### config.mk
export PLATFORM = sky130hd
export DESIGN_NAME = uart_boot_loader
export DESIGN_NICKNAME = d
export VERILOG_FILES = /design/src/rtl/uart_loader_pkg.sv /design/src/rtl/uart_rx_byte.sv /design/src/rtl/uart_boot_loader.sv
export SDC_FILE = /design/constraint.sdc
export NUM_CORES = 1
export LEC_CHECK = 0
export ABC_CLOCK_PERIOD_IN_PS = 1900
export CORE_MARGIN = 3
export CORE_UTILIZATION = 33
export DETAILED_ROUTE_END_ITERATION = 10
export PLACE_DENSITY = 0.56
export SYNTH_ARGS = -nofsm -noshare
export SYNTH_HDL_FRONTEND = slang
export SYNTH_HIERARCHICAL = 1
export SYNTH_SLANG_ARGS = --single-unit
### constraint.sdc
create_clock -name clock -period 1.9 [get_ports clock]
set_input_delay 0.19 -clock clock [delete_from_list [all_inputs] [get_ports clock]]
set_output_delay 0.19 -clock clock [all_outputs]
set_load 0.005 [all_outputs]
### src/rtl/uart_loader_pkg.sv
// Shared types for the serial boot loader: receiver/loader state encodings, byte lanes, imem write bus.
// No logic of its own; word_addr turns a word index into a zero-extended byte address.
package uart_loader_pkg;

  localparam logic [7:0] SYNC_BYTE_DEF = 8'hA5;

  typedef enum logic [1:0] {
    RX_IDLE,
    RX_START,
    RX_DATA,
    RX_STOP
  } rx_state_t;

  typedef enum logic [1:0] {
    L_SYNC,
    L_LEN0,
    L_LEN1,
    L_DATA
  } ld_state_t;

  typedef logic [1:0] lane_t;

  typedef struct packed {
    logic        wr;
    logic [31:0] addr;
    logic [31:0] wdata;
  } imem_req_t;

  function automatic logic [31:0] word_addr(input logic [15:0] idx);
    return {14'd0, idx, 2'b00};
  endfunction

endpackage

### src/rtl/uart_rx_byte.sv
// 8N1 UART byte receiver with 2-flop input synchronizer; byte_vld ~9.5 bit-times after the start edge.
// No backpressure: byte_vld/frame_err are single-cycle pulses and must be consumed when seen.
module uart_rx_byte
  import uart_loader_pkg::*;
#(
  parameter int CLKS_PER_BIT = 434
) (
  input  logic       clock,
  input  logic       reset,
  input  logic       rx_bit,
  output logic       byte_vld,
  output logic [7:0] byte_dat,
  output logic       frame_err
);

  localparam int CW = (CLKS_PER_BIT > 1) ? $clog2(CLKS_PER_BIT) : 1;
  localparam logic [CW-1:0] FULL_M1 = CW'(CLKS_PER_BIT - 1);
  localparam logic [CW-1:0] HALF_M1 = CW'(CLKS_PER_BIT / 2 - 1);

  logic            sync1_q, sync2_q;
  rx_state_t       state_q, state_d;
  logic [CW-1:0]   cnt_q, cnt_d;
  logic [2:0]      bit_cnt_q, bit_cnt_d;
  logic [7:0]      shift_q, shift_d;
  logic            vld_q, vld_d;
  logic            ferr_q, ferr_d;
  logic            rx_s;

  assign rx_s = sync2_q;

  always_ff @(posedge clock or negedge reset) begin
    if (!reset) begin
      sync1_q   <= 1'b1;
      sync2_q   <= 1'b1;
      state_q   <= RX_IDLE;
      cnt_q     <= '0;
      bit_cnt_q <= '0;
      shift_q   <= '0;
      vld_q     <= 1'b0;
      ferr_q    <= 1'b0;
    end else begin
      sync1_q   <= rx_bit;
      sync2_q   <= sync1_q;
      state_q   <= state_d;
      cnt_q     <= cnt_d;
      bit_cnt_q <= bit_cnt_d;
      shift_q   <= shift_d;
      vld_q     <= vld_d;
      ferr_q    <= ferr_d;
    end
  end

  always_comb begin
    state_d   = state_q;
    cnt_d     = cnt_q;
    bit_cnt_d = bit_cnt_q;
    shift_d   = shift_q;
    vld_d     = 1'b0;
    ferr_d    = 1'b0;
    case (state_q)
      RX_IDLE: begin
        if (!rx_s) begin
          state_d   = RX_START;
          cnt_d     = '0;
          bit_cnt_d = '0;
        end
      end
      RX_START: begin
        // Mid-bit resample rejects short low glitches without flagging an error.
        if (cnt_q == HALF_M1) begin
          cnt_d   = '0;
          state_d = rx_s ? RX_IDLE : RX_DATA;
        end else begin
          cnt_d = cnt_q + CW'(1);
        end
      end
      RX_DATA: begin
        if (cnt_q == FULL_M1) begin
          cnt_d   = '0;
          shift_d = {rx_s, shift_q[7:1]};
          if (bit_cnt_q == 3'd7) begin
            state_d = RX_STOP;
          end else begin
            bit_cnt_d = bit_cnt_q + 3'd1;
          end
        end else begin
          cnt_d = cnt_q + CW'(1);
        end
      end
      RX_STOP: begin
        if (cnt_q == FULL_M1) begin
          cnt_d   = '0;
          state_d = RX_IDLE;
          if (rx_s) vld_d = 1'b1;
          else      ferr_d = 1'b1;
        end else begin
          cnt_d = cnt_q + CW'(1);
        end
      end
      default: state_d = RX_IDLE;
    endcase
  end

  assign byte_vld  = vld_q;
  assign byte_dat  = shift_q;
  assign frame_err = ferr_q;

endmodule

### src/rtl/uart_boot_loader.sv
// Serial boot loader: SYNC, 16-bit LE word count, LE 32-bit words written to imem; holds core while loading.
// imem_wr one cycle after each 4th data byte, load_done the cycle after the last write; no backpressure.
module uart_boot_loader
  import uart_loader_pkg::*;
#(
  parameter int         CLKS_PER_BIT = 434,
  parameter int         MAX_WORDS    = 1024,
  parameter logic [7:0] SYNC_BYTE    = SYNC_BYTE_DEF
) (
  input  logic        clock,
  input  logic        reset,
  input  logic        rx_bit,
  output logic        imem_wr,
  output logic [31:0] imem_addr,
  output logic [31:0] imem_wdata,
  output logic        core_hold,
  output logic        load_done,
  output logic        load_err
);

  localparam logic [16:0] MAX_W = 17'(MAX_WORDS);

  logic       byte_vld;
  logic [7:0] byte_dat;
  logic       frame_err;

  uart_rx_byte #(
    .CLKS_PER_BIT(CLKS_PER_BIT)
  ) u_rx (
    .clock    (clock),
    .reset    (reset),
    .rx_bit   (rx_bit),
    .byte_vld (byte_vld),
    .byte_dat (byte_dat),
    .frame_err(frame_err)
  );

  ld_state_t   ld_q, ld_d;
  logic [15:0] count_q, count_d;
  logic [15:0] word_cnt_q, word_cnt_d;
  lane_t       lane_q, lane_d;
  logic [31:0] word_q, word_d;
  imem_req_t   imem_q, imem_d;
  logic        hold_q, hold_d;
  logic        done_q, done_d;
  logic        err_q, err_d;
  logic        fin_q, fin_d;
  logic [15:0] cnt_new;

  assign cnt_new = {byte_dat, count_q[7:0]};

  always_ff @(posedge clock or negedge reset) begin
    if (!reset) begin
      ld_q       <= L_SYNC;
      count_q    <= '0;
      word_cnt_q <= '0;
      lane_q     <= '0;
      word_q     <= '0;
      imem_q     <= '0;
      hold_q     <= 1'b0;
      done_q     <= 1'b0;
      err_q      <= 1'b0;
      fin_q      <= 1'b0;
    end else begin
      ld_q       <= ld_d;
      count_q    <= count_d;
      word_cnt_q <= word_cnt_d;
      lane_q     <= lane_d;
      word_q     <= word_d;
      imem_q     <= imem_d;
      hold_q     <= hold_d;
      done_q     <= done_d;
      err_q      <= err_d;
      fin_q      <= fin_d;
    end
  end

  always_comb begin
    ld_d       = ld_q;
    count_d    = count_q;
    word_cnt_d = word_cnt_q;
    lane_d     = lane_q;
    word_d     = word_q;
    imem_d     = imem_q;
    imem_d.wr  = 1'b0;
    hold_d     = hold_q;
    done_d     = 1'b0;
    err_d      = err_q;
    fin_d      = 1'b0;
    case (ld_q)
      L_SYNC: begin
        if (byte_vld && byte_dat == SYNC_BYTE) begin
          ld_d       = L_LEN0;
          hold_d     = 1'b1;
          err_d      = 1'b0;
          word_cnt_d = '0;
          lane_d     = '0;
        end
      end
      L_LEN0: begin
        if (frame_err) begin
          err_d = 1'b1;
          ld_d  = L_SYNC;
        end else if (byte_vld) begin
          count_d = {count_q[15:8], byte_dat};
          ld_d    = L_LEN1;
        end
      end
      L_LEN1: begin
        if (frame_err) begin
          err_d = 1'b1;
          ld_d  = L_SYNC;
        end else if (byte_vld) begin
          count_d = cnt_new;
          if (cnt_new == 16'd0) begin
            done_d = 1'b1;
            hold_d = 1'b0;
            ld_d   = L_SYNC;
          end else if ({1'b0, cnt_new} > MAX_W) begin
            // Oversized image: refuse it but keep the core parked.
            err_d = 1'b1;
            ld_d  = L_SYNC;
          end else begin
            ld_d = L_DATA;
          end
        end
      end
      L_DATA: begin
        if (fin_q) begin
          done_d = 1'b1;
          hold_d = 1'b0;
          ld_d   = L_SYNC;
        end else if (frame_err) begin
          err_d = 1'b1;
          ld_d  = L_SYNC;
        end else if (byte_vld) begin
          if (lane_q == 2'd3) begin
            imem_d.wr    = 1'b1;
            imem_d.addr  = word_addr(word_cnt_q);
            imem_d.wdata = {byte_dat, word_q[23:0]};
            word_cnt_d   = word_cnt_q + 16'd1;
            lane_d       = '0;
            fin_d        = (word_cnt_q + 16'd1 == count_q);
          end else begin
            word_d[{lane_q, 3'b000} +: 8] = byte_dat;
            lane_d                        = lane_q + 2'd1;
          end
        end
      end
      default: ld_d = L_SYNC;
    endcase
  end

  assign imem_wr    = imem_q.wr;
  assign imem_addr  = imem_q.addr;
  assign imem_wdata = imem_q.wdata;
  assign core_hold  = hold_q;
  assign load_done  = done_q;
  assign load_err   = err_q;

endmodule

==> flow_metrics.py <==
metrics = {
    "synth": {
        "yosysSeqAreaShare": 0.512,
        "syn_inst": 727,
        "synth_area_per_cell_um2": 9.35,
        "async_flop_share": 1.00,
        "synth_edf_count": 0,
        "synth-seq-cells": 139,
        "ys.flop_type": "dfrtp_1",
        "syn_area_mm2": 0.00680,
        "ys_warn_count": 6,
        "synth.distinct_cells": 72,
    },
    "power": {
        "power.density_mw_per_mm2": 761,
        "switching_share": 0.220,
        "pwr-share-seq": 0.453,
        "totalPowerFinal_mw": 6.55,
        "p_sw_mw": 1.44,
        "p_comb_frac": 0.012,
        "power.internal_mw": 5.11,
        "power.clock.fraction": 0.535,
        "peakVddDrop_v": 0.000612,
        "power_leakage_nw": 3.96,
    },
    "global_routing": {
        "busiest_layer": "met2",
        "grt_pass1_vias": 5132,
        "track_usage": 0.149,
        "antenna_found_initial": 0,
        "use_met2": 0.230,
        "grt_max_degree": 56,
        "grt_pass1_wl_mm": 26.6,
        "grtUsageMet1": 0.210,
        "overflow": 0,
        "grt_util_met3": 0.0369,
    },
    "floorplan": {
        "die_y_um": 150,
        "row_count": 51,
        "die_w_um": 150,
        "dieArea_mm2": 0.0224,
        "start_util": 0.343,
        "io_pins": 71,
        "core_area_mm2": 0.0198,
    },
    "placed_design": {
        "dp_hpwl_mm": 10.6,
        "gp_congestion": 0.846,
        "port-buffer-count": 54,
        "dp_worst_setup_slack_ps": 38.1,
        "placed_area_mm2": 0.00786,
    },
    "route": {
        "drt_first_pass_iters": 5,
        "drt_iter0_markers": 296,
        "routed_wl_mm": 15.9,
        "routedWlPerCell_um": 14.6,
        "via_count": 5230,
        "drc": 0,
        "via_per_inst": 4.78,
        "ant_nets": 0,
    },
    "worst_setup_path": {
        "cp_slowest_cell": "dfrtp_2",
        "path_class": "reg -> reg",
        "end_kind": "flop",
        "arrival_ps": 2080,
        "required_ps": 2230,
        "worstPathCellList": "buf_4 -> nand2_1 -> nor4_2 -> buf_4 -> a211oi_2 -> o221ai_1 -> nor4b_2",
        "cp_slowest_stage_delay_ps": 430,
        "worstSetupStartpointType": "flop",
        "crit_fanout": 4,
        "crit_top_cell": "buf_4",
    },
    "cells_and_area": {
        "area_growth_pct": 26.6,
        "layout-drive-gt1-share": 0.190,
        "antenna_cells": 0,
        "n_fill_cell": 1946,
        "area.sequential_mm2": 0.00349,
        "multi_input_area_mm2": 0.00311,
        "final_area_mm2": 0.00860,
        "nets": 829,
    },
    "timing": {
        "finClkSkew_ps": 10.3,
        "finalCriticalPeriod_ps": 1760,
        "hold_slack_ps": 174,
        "period_share": 0.925,
        "final.setup.tns_ps": 0,
        "drv_slew": 0,
        "setup_slack_ps": 143,
        "hold_viol": 0,
        "setup_viol": 0,
        "max_freq_ghz": 0.569,
    },
    "hold_path": {
        "hold_path_class": "in -> reg",
    },
    "clock_tree": {
        "clock_latency_ps": 420,
        "cts_root_buf": "clkbuf_16",
        "numCtsBuffers": 17,
        "cts_sinks": 139,
        "cts_tree": "yes",
        "htreeDepth": 4,
        "cts_buffer_depth": 2,
        "clkTransAtPathRegs_ps": 60,
    },
    "job": {
        "maxCapViolCount": 0,
    },
    "run_status": {
        "status": "finished clean",
    },
}
-- cell usage after synthesis, types with 4 or more instances --
| master | n | area share |
|---|---|---|
| nand2_1 | 226 | 0.12 |
| dfrtp_1 | 137 | 0.50 |
| o21ai_0 | 55 | 0.040 |
| nor2_1 | 26 | 0.014 |
| mux2_2 | 23 | 0.038 |
| buf_4 | 21 | 0.023 |
| nand3_1 | 21 | 0.015 |
| clkbuf_1 | 19 | 0.010 |
| a21oi_1 | 13 | 0.0096 |
| buf_2 | 12 | 0.0088 |
| inv_1 | 12 | 0.0066 |
| ha_1 | 11 | 0.020 |
| xnor2_1 | 11 | 0.014 |
| xor2_1 | 9 | 0.012 |
| nor3_1 | 8 | 0.0059 |
| a31oi_1 | 7 | 0.0064 |
| and2_1 | 7 | 0.0064 |
| nand4_1 | 7 | 0.0064 |
| nand2b_1 | 6 | 0.0055 |
| o31ai_1 | 6 | 0.0066 |
| or2_2 | 6 | 0.0055 |
| nor3b_1 | 5 | 0.0055 |
| nor4_1 | 5 | 0.0046 |
| o41ai_1 | 4 | 0.0052 |
-- placed cells by master (no fill, tap or decap), types with 3 or more instances in the layout --
master / count
mux2_2: 23
inv_6: 4
buf_12: 4
clkdlybuf4s50_1: 53
o21ai_0: 55
o22ai_1: 3
nand3_1: 21
o21ai_1: 3
nor3b_1: 5
o31ai_1: 6
xnor2_1: 11
conb_1: 16
or2_2: 5
nand2_1: 226
xor2_1: 8
ha_1: 10
and2_1: 6
nor2_1: 26
nor3_1: 7
a21oi_1: 13
dfrtp_1: 129
bufinv_16: 3
nand4_1: 7
clkbuf_16: 17
inv_1: 12
dfrtp_2: 8
nor4_2: 5
nand2b_1: 6
clkinv_4: 4
buf_4: 49
o41ai_1: 4
a31oi_1: 7
a22o_1: 3
and3_1: 3
-- power by group through the flow --
| stage | sequential, mW | clock (mW) | combinational (mW) |
|---|---|---|---|
| 2_1_floorplan | 3.02 | 0 | 0.0317 |
| 3_3_place_gp | 3.02 | 0 | 0.0843 |
| 3_5_place_dp | 3.02 | 0 | 0.0847 |
| 4_1_cts | 2.97 | 3.59 | 0.0863 |
| 5_1_grt | 2.96 | 3.72 | 0.0970 |
| 6_report | 2.97 | 3.50 | 0.0810 |
-- sequential cells by signal, indices dropped and copies added, names as in the netlist, 2 cells and up, named ones only --
register	count
imem_wdata	32
word_cnt_q	16
word_q	24
u_rx/bit_cnt_q	3
u_rx/cnt_q	9
u_rx/byte_dat	8
count_q	16
ld_q	2
lane_q	2
imem_addr	16
-- layout make-up --
cell class                 count  share of cell area
sequential                   139               0.406
multi-input combinational    536               0.361
timing repair buffer         108               0.116
tap                          265              0.0385
clock buffer                  18              0.0510
inverter                      13             0.00567
clock inverter                14              0.0214
-- critical path, delay by kind of cell (launching register included) --
family                 cells  cell delay [ps]
AO/OA/AOI/OAI              2              410
AND/OR/NAND/NOR            3              520
buffers and inverters      2              300
flip-flops                 1              430
-- final timing paths --
check	slack, ps	cells after the start	to	startpoint
hold reg to reg	360	0	u_rx/rx_s	u_rx/sync1_q
hold / removal	170	1	u_rx/sync1_q	rx_bit
setup / recovery	140	7	fin_q	word_cnt_q[1]
setup reg to reg	140	7	fin_q	word_cnt_q[1]
min in group asynchronous	240	2	imem_addr[13]	reset
max in group asynchronous	990	3	u_rx/sync1_q	reset
-- layer usage --
| layer | vias up | wire length [µm] |
|---|---|---|
| met5 | - | 0 |
| met4 | 0 | 162 |
| met3 | 13 | 562 |
| met2 | 80 | 7400 |
| met1 | 2522 | 7800 |
| li1 | 2615 | - |
-- cells by family after synthesis --
family / Yosys count / synth area share
AO/OA/AOI/OAI: 117 / 0.107
XOR/XNOR: 20 / 0.0258
adder cells (fa/ha/maj): 11 / 0.0202
buffers and inverters: 67 / 0.0519
flip-flops: 139 / 0.512
multiplexers: 25 / 0.0418
other: 1 / 0.000552
AND/OR/NAND/NOR: 347 / 0.240
-- metrics by stage --
stage	utilization	std cells
6_report	0.434	1093
5_1_grt	0.434	1093
4_1_cts	0.428	1092
3_5_place_dp	0.396	1059
3_3_place_gp	0.396	1059
2_1_floorplan	-	742
-- timing repair --
item                                    CTS  global route
endpoints found under the setup margin    0            14
hold buffers                              1             0
resized for setup                         0            23
buffers inserted                          0             1
hold endpoints to repair                 36             0
(Power assumes the default switching activity.)
==> RTL edit, RTL diff (config.mk and constraints unchanged) <==
Re-encode `rx_state_t` (4 states) as one-hot, 4 bits wide.
--- a/src/rtl/uart_loader_pkg.sv
+++ b/src/rtl/uart_loader_pkg.sv
@@ -6,7 +6,7 @@
 
-  typedef enum logic [1:0] {
-    RX_IDLE,
-    RX_START,
-    RX_DATA,
-    RX_STOP
+  typedef enum logic [3:0] {
+    RX_IDLE  = 4'b0001,
+    RX_START = 4'b0010,
+    RX_DATA  = 4'b0100,
+    RX_STOP  = 4'b1000
   } rx_state_t;
Behaviour: no difference found for any inputs over 10 cycles, from zero or initial values and one cycle with reset low; not proved beyond that.
==> RTL edit against the unedited design <==
Area after synthesis grew 2.3%. Routed wire length shrank 1.1%. Final area grew 2.2%. Worst setup slack lost 110 ps. Sequential cell count grew 2. Count of clock-buffer cells in the layout grew 4. Utilization shrank 0.46 points. Die area grew 2.2%. Critical endpoint is now u_rx/cnt_q[5]$_DFFE_PN0P_. Highest routed layer unchanged.
Power is not compared: it rests on default switching activity, and its combinational part moved more than twofold at a synthesized area within 25%.
==> RTL edit: results (changes against the unedited design) <==
Seq/Total Area, Yosys - 50.8% (-0.42 points)
Slowest stage delay, CP - 380 ps (-50 ps)
Area after DPL - 8100 µm² (+3.0%)
Worst path slowest cell - dfrtp_1
Critical path fanouts, max - 11 (+7)
Area share of fa/ha/maj cells after synthesis - 1.98% (-0.046 points)
Final core utilization - 42.9% (-0.46 points)
Fin Hold WS - 171 ps (-3.49 ps)
Yosys cell types - 68 (-5.6%)
Status - finished clean
Pre-antenna DRT Iters - 4 (-1)
WP data arrival - 2180 ps (+100 ps)
CP delay by family, top - compound AO/OA/AOI/OAI gates
FILL cells - 1996 (+2.6%)
Syn_area_per_cell - 9.39 µm² (+0.39%)
Buffers, non-clock - 123 (+14%)
Clock buf/inv share - 6.67% (-0.57 points)
Gr usage total - 14.7% (-0.26 points)
Layout cells sized above 1 - 18.9% (-0.087 points)
Setup Skew - 15.7 ps (+5.32 ps)
Final-layout non-clock buffer area share - 12.7% (+1.1 points)
Post-CTS Resized - 2 (+2)
Gpl congestion - 0.821 (-3.0%)
List of most frequent post-synthesis cells - nand2_1, dfrtp_1, o21ai_0
HPWL Detailed - 10800 µm (+2.1%)
Total Nets Final - 854 (+3.0%)
-- RTL edit: path summary, 6_finish.rpt --
path / from / to / cells past startpoint
setup / recovery: u_rx/cnt_q[1]$_DFFE_PN0P_ / u_rx/cnt_q[5]$_DFFE_PN0P_ / 8
hold / removal: rx_bit / u_rx/sync1_q$_DFF_PN1_ / 1
setup reg to reg: u_rx/cnt_q[1]$_DFFE_PN0P_ / u_rx/cnt_q[5]$_DFFE_PN0P_ / 8
hold reg to reg: u_rx/sync1_q$_DFF_PN1_ / u_rx/rx_s$_DFF_PN1_ / 0
max in group asynchronous: reset / imem_wdata[15]$_DFFE_PN0P_ / 3
min in group asynchronous: reset / imem_addr[3]$_DFFE_PN0P_ / 2
-- RTL edit: per-layer routing --
layer / global-route usage (%) / wire length, µm / vias to the layer above
li1: - / - / 2684
met1: 20.8 / 7870 / 2521
met2: 22.4 / 7270 / 55
met3: 3.59 / 416 / 13
met4: 4.22 / 188 / 0
met5: 0 / 0 / -
